==> src/rtl/cpu_defs.sv <==
`default_nettype none
// ============================================================================
// cpu_defs : shared state, opcode and datapath select encodings for the
//            multicycle CPU (control, ALU control and datapath).
// Revision : 1.0  initial release
// ============================================================================
package cpu_defs;

  localparam logic [3:0] S_FETCH  = 4'd0;
  localparam logic [3:0] S_DECODE = 4'd1;
  localparam logic [3:0] S_MEMADR = 4'd2;
  localparam logic [3:0] S_MEMRD  = 4'd3;
  localparam logic [3:0] S_MEMWB  = 4'd4;
  localparam logic [3:0] S_MEMWR  = 4'd5;
  localparam logic [3:0] S_EXEC   = 4'd6;
  localparam logic [3:0] S_ALUWB  = 4'd7;
  localparam logic [3:0] S_BRANCH = 4'd8;
  localparam logic [3:0] S_ADDIEX = 4'd9;
  localparam logic [3:0] S_ADDIWB = 4'd10;
  localparam logic [3:0] S_JUMP   = 4'd11;

  localparam logic [5:0] OP_RTYPE = 6'b000000;
  localparam logic [5:0] OP_LW    = 6'b100011;
  localparam logic [5:0] OP_SW    = 6'b101011;
  localparam logic [5:0] OP_BEQ   = 6'b000100;
  localparam logic [5:0] OP_ADDI  = 6'b001000;
  localparam logic [5:0] OP_J     = 6'b000010;

  localparam logic [1:0] ALUOP_ADD   = 2'b00;
  localparam logic [1:0] ALUOP_SUB   = 2'b01;
  localparam logic [1:0] ALUOP_FUNCT = 2'b10;

  localparam logic [1:0] SRCB_B      = 2'b00;
  localparam logic [1:0] SRCB_FOUR   = 2'b01;
  localparam logic [1:0] SRCB_IMM    = 2'b10;
  localparam logic [1:0] SRCB_IMMSH2 = 2'b11;

  localparam logic [1:0] PCSRC_ALU    = 2'b00;
  localparam logic [1:0] PCSRC_ALUOUT = 2'b01;
  localparam logic [1:0] PCSRC_JUMP   = 2'b10;

  typedef struct packed {
    logic       pc_write;
    logic       branch;
    logic       iord;
    logic       mem_write;
    logic       ir_write;
    logic       reg_dst;
    logic       mem_to_reg;
    logic       reg_write;
    logic       alu_src_a;
    logic [1:0] alu_src_b;
    logic [1:0] pc_src;
    logic [1:0] alu_op;
    logic       instr_done;
  } ctrl_word_t;

  function automatic logic op_supported(input logic [5:0] op);
    return (op == OP_RTYPE) || (op == OP_LW) || (op == OP_SW) ||
           (op == OP_BEQ) || (op == OP_ADDI) || (op == OP_J);
  endfunction

endpackage
`default_nettype wire

==> src/rtl/ctrl_outdec.sv <==
`default_nettype none
// ============================================================================
// ctrl_outdec : combinational state-to-control-word decoder (Moore outputs).
// Revision    : 1.0  initial release
// ============================================================================
module ctrl_outdec
  import cpu_defs::*;
(
  input  logic [3:0] state,
  output ctrl_word_t ctrl
);

  always_comb begin
    ctrl = '0;
    case (state)
      S_FETCH: begin
        ctrl.ir_write  = 1'b1;
        ctrl.pc_write  = 1'b1;
        ctrl.alu_src_b = SRCB_FOUR;
      end
      S_DECODE: ctrl.alu_src_b = SRCB_IMMSH2;
      S_MEMADR: begin
        ctrl.alu_src_a = 1'b1;
        ctrl.alu_src_b = SRCB_IMM;
      end
      S_MEMRD: ctrl.iord = 1'b1;
      S_MEMWB: begin
        ctrl.mem_to_reg = 1'b1;
        ctrl.reg_write  = 1'b1;
        ctrl.instr_done = 1'b1;
      end
      S_MEMWR: begin
        ctrl.iord       = 1'b1;
        ctrl.mem_write  = 1'b1;
        ctrl.instr_done = 1'b1;
      end
      S_EXEC: begin
        ctrl.alu_src_a = 1'b1;
        ctrl.alu_op    = ALUOP_FUNCT;
      end
      S_ALUWB: begin
        ctrl.reg_dst    = 1'b1;
        ctrl.reg_write  = 1'b1;
        ctrl.instr_done = 1'b1;
      end
      S_BRANCH: begin
        ctrl.alu_src_a  = 1'b1;
        ctrl.alu_op     = ALUOP_SUB;
        ctrl.pc_src     = PCSRC_ALUOUT;
        ctrl.branch     = 1'b1;
        ctrl.instr_done = 1'b1;
      end
      S_ADDIEX: begin
        ctrl.alu_src_a = 1'b1;
        ctrl.alu_src_b = SRCB_IMM;
      end
      S_ADDIWB: begin
        ctrl.reg_write  = 1'b1;
        ctrl.instr_done = 1'b1;
      end
      S_JUMP: begin
        ctrl.pc_src     = PCSRC_JUMP;
        ctrl.pc_write   = 1'b1;
        ctrl.instr_done = 1'b1;
      end
      // Unreachable codes keep every control at its idle value.
      default: ctrl = '0;
    endcase
  end

endmodule
`default_nettype wire

==> src/rtl/multicycle_ctrl.sv <==
`default_nettype none
// ============================================================================
// multicycle_ctrl : Moore FSM sequencing fetch/decode/execute/memory/writeback
//                   for the multicycle CPU; drives all datapath selects/enables.
// Revision        : 1.0  initial release
// ============================================================================
module multicycle_ctrl
  import cpu_defs::*;
(
  input  logic       clk,
  input  logic       reset,
  input  logic [5:0] Op,
  input  logic       Zero,
  output logic       PCEn,
  output logic       IorD,
  output logic       MemWrite,
  output logic       IRWrite,
  output logic       RegDst,
  output logic       MemtoReg,
  output logic       RegWrite,
  output logic       ALUSrcA,
  output logic [1:0] ALUSrcB,
  output logic [1:0] PCSrc,
  output logic [1:0] ALUOp,
  output logic       InstrDone,
  output logic       Illegal,
  output logic [3:0] State
);

  logic [3:0] state;
  logic [3:0] next_state;
  ctrl_word_t ctrl;

  always_ff @(posedge clk or posedge reset) begin
    if (reset) state <= S_FETCH;
    else       state <= next_state;
  end

  always_comb begin
    next_state = S_FETCH;
    case (state)
      S_FETCH: next_state = S_DECODE;
      S_DECODE: begin
        case (Op)
          OP_LW, OP_SW: next_state = S_MEMADR;
          OP_RTYPE:     next_state = S_EXEC;
          OP_BEQ:       next_state = S_BRANCH;
          OP_ADDI:      next_state = S_ADDIEX;
          OP_J:         next_state = S_JUMP;
          default:      next_state = S_FETCH;
        endcase
      end
      S_MEMADR: next_state = (Op == OP_LW) ? S_MEMRD : S_MEMWR;
      S_MEMRD:  next_state = S_MEMWB;
      S_EXEC:   next_state = S_ALUWB;
      S_ADDIEX: next_state = S_ADDIWB;
      // Final states and unreachable codes 12-15 all return to fetch.
      default:  next_state = S_FETCH;
    endcase
  end

  ctrl_outdec u_outdec (
    .state (state),
    .ctrl  (ctrl)
  );

  assign PCEn      = ctrl.pc_write | (ctrl.branch & Zero);
  assign IorD      = ctrl.iord;
  assign MemWrite  = ctrl.mem_write;
  assign IRWrite   = ctrl.ir_write;
  assign RegDst    = ctrl.reg_dst;
  assign MemtoReg  = ctrl.mem_to_reg;
  assign RegWrite  = ctrl.reg_write;
  assign ALUSrcA   = ctrl.alu_src_a;
  assign ALUSrcB   = ctrl.alu_src_b;
  assign PCSrc     = ctrl.pc_src;
  assign ALUOp     = ctrl.alu_op;
  assign InstrDone = ctrl.instr_done;
  assign Illegal   = (state == S_DECODE) & ~op_supported(Op);
  assign State     = state;

endmodule
`default_nettype wire
==> config.mk <==
export PLATFORM = sky130hd
export DESIGN_NAME = multicycle_ctrl
export DESIGN_NICKNAME = d
export VERILOG_FILES = /design/src/rtl/cpu_defs.sv /design/src/rtl/ctrl_outdec.sv /design/src/rtl/multicycle_ctrl.sv
export SDC_FILE = /design/constraint.sdc
export NUM_CORES = 1
export LEC_CHECK = 0
export ABC_CLOCK_PERIOD_IN_PS = 1260
export BUFFER_PORTS_ARGS = -buffer_cell sky130_fd_sc_hd__buf_2
export CORE_AREA = 2 2 39 41
export CTS_CLUSTER_SIZE = 28
export DETAILED_ROUTE_END_ITERATION = 8
export DIE_AREA = 0 0 41 43
export PLACE_DENSITY = 0.72
export REMOVE_ABC_BUFFERS = 1
export SETUP_SLACK_MARGIN = 0.05
export SKIP_CTS_REPAIR_TIMING = 1
export SYNTH_ARGS = -nofsm -noshare
export SYNTH_HDL_FRONTEND = slang
export SYNTH_SLANG_ARGS = --single-unit
export TNS_END_PERCENT = 30
==> constraint.sdc <==
create_clock -name clk -period 1.26 [get_ports clk]
set_input_delay 0 -clock clk [delete_from_list [all_inputs] [get_ports clk]]
set_output_delay 0 -clock clk [all_outputs]
set_load 0.05 [all_outputs]
==> flow_metrics.tcl <==
set metrics [dict create \
    rsz0062_at_grt "true" \
    largest_reg_flops 4 \
    synth-main-ff-cell "dfrtp_1" \
    layout-drive-gt1-share 0.571 \
    portBuffers 28 \
    synth-seq-area-share 0.193 \
    pin_count 29 \
    grt_pass1_wl_um 2180 \
    r2r-start "State[2]" \
    reg2reg_to "State[3]" \
    period_needed_ps 1380 \
    ys_warn_count 0 \
    fin_tns_setup_ps -1250 \
    vdd_drop_max_mv 1.31 \
    synthCells 71 \
    crit_type "reg -> out" \
    end_kind "output port" \
    cts_root_buf "clkbuf_4" \
    start_kind "register" \
    grtUsageMet2 0.284 \
    clockBufferDepth 2 \
    arrival_ps 1380 \
    fin_nets 123 \
    synth.area.top_cells "dfrtp_1 19%, nor3_1 7.7%, nor2_1 7.2%, o21ai_0 5.8%, a2111oi_4 5.3%" \
    top_usage_layer "met2" \
    die_area_um2 1760 \
    startpoint "State[1]" \
    cts_sinks 4 \
    period_share 1.10 \
    power_leakage_nw 0.441 \
    power_density_nw_per_um2 2340 \
    drt_first_pass_iters 4 \
    antenna_found_initial 0 \
    status "complete, but fails checks" \
    synth_top_area_cell "dfrtp_1" \
    r2r_setup_slack_ps -30 \
    htreeDepth 1 \
    drt_wl_total_um 1880 \
    clk_pin_slew_ps 50 \
    avgRoutedWirePerCell_um 14.7 \
    die_h_um 43 \
    fin_ws_ps -123 \
    final_util 0.684 \
    drt_iter0_drc 13 \
    finalClockSkew_ps 11.3 \
    netlist_area_um2 519 \
    syn_area_per_cell_um2 7.31 \
    area_growth_pct 82.4 \
    finalSetupViolCount 17 \
    grt_overflow 0 \
    clk_latency_ps 260 \
    synthDistinctLibCells 29 \
    worst_ep_required_time_ps 1260 \
    async_flop_share 1.00 \
    worst_pin_slew_ps 258 \
    fmax_ghz 0.723 \
    ys_seq_elements 4 \
    dpl.hpwl_um 1150 \
    gp_congestion 0.826 \
    crit_fanout 8 \
    rows 14 \
    ant_nets 0 \
    worst_hold_path_type "in -> reg" \
    grt_pass1_vias 519 \
    pre_cts_ws_ps -75.1 \
    synth_top_area_frac 0.193 \
    met1_usage 0.231 \
    slew-limit-headroom 0.827 \
    core_area_um2 1380 \
    floorplan.initialDensity 0.375 \
    slew_viol_final 0 \
    die_x_um 41 \
    finalPower_mw 2.22 \
    max_cap_violations 0 \
    hold_viol_final 0 \
    via_per_inst 5.43 \
    numCtsBuffers 3 \
    use_met3 0.0314 \
    dp.cells 118 \
    violations "setup timing" \
    drc 0 \
    crit_end "RegWrite" \
    synth_edf_count 0 \
    vias 695 \
    grt_max_degree 11 \
    antenna_cells 0 \
    r2r_cells 5 \
    cts_tree "done" \
    instances_no_fill 128 \
    track_usage 0.178 \
]
## per-layer routing
layer / wire (µm) / vias up
li1: - / 335
met1: 712 / 316
met2: 992 / 39
met3: 132 / 5
met4: 42 / 0
met5: 0 / -
## worst min-delay path by stage
stage / from / end / slack, ps / cells past startpoint
4_1_cts: reset / State[2] / -370 / 2
2_1_floorplan: reset / State[0] / -230 / 1
3_3_place_gp: reset / State[3] / -110 / 2
6_report: Op[1] / State[2] / 160 / 4
5_1_grt: Op[1] / State[2] / 200 / 4
3_5_place_dp: reset / State[0] / -120 / 2
## cells by family (layout without fill, tap and decap cells)
logic type	count (synthesis)	count (layout)	share of synthesized area
AOI/OAI and AO/OA	17	17	0.251
DFF	4	4	0.193
buffers and inverters	10	51	0.125
and+or+nand+nor	36	36	0.364
xor gates and xnor gates	4	4	0.0675
## layout make-up
type	count	area, µm²
clock buffer	3	22.5
fill	112	437
inverter	2	7.51
multi-input combinational	57	419
sequential	4	104
tap	16	20.0
timing repair buffer	46	374
## report_power, final
group	switching (mW)	internal (mW)	total, mW
sequential	0.0862	0.167	0.253
combinational	1.09	0.700	1.79
clock	0.0716	0.108	0.179
total	1.24	0.975	2.22
## through the flow
step                      instance area, µm²  hold slack, ps
after global routing                     947             200
after detailed placement                 704            -117
after CTS                                727            -371
final                                    947             158
after floorplan                          462            -234
after global placement                   704            -115
## cells in the mapped netlist (2+ instances only)
library cell  number
nor2_1            10
nor3_1             8
o21ai_0            6
a21oi_1            4
dfrtp_1            4
nand2b_1           4
nand3_1            4
buf_2              3
nand2_1            3
xor2_1             3
buf_4              2
buf_6              2
inv_1              2
## critical path, cell delays in order (launching register included)
cell      delay, ps
dfrtp_1         410
buf_6           160
nand2b_4         80
nand3_1         100
o22ai_1         160
buf_4           230
## layout by cell type, fill, tap and decap left out, types with 2 or more instances in the layout
| cell | Yosys | routed |
|---|---|---|
| buf_4 | 2 | 18 |
| buf_6 | 2 | 15 |
| buf_2 | 3 | 12 |
| nor2_1 | 10 | 9 |
| nor3_1 | 8 | 5 |
| nand3_1 | 4 | 4 |
| dfrtp_2 | 0 | 3 |
| nand2_1 | 3 | 3 |
| nand2b_4 | 0 | 3 |
| xor2_1 | 3 | 3 |
| o21ai_0 | 6 | 3 |
| a21oi_1 | 4 | 3 |
| o21ai_1 | 0 | 3 |
| clkbuf_4 | 0 | 3 |
| nor3_2 | 0 | 2 |
Note: power is estimated with default switching activity, not from simulation.
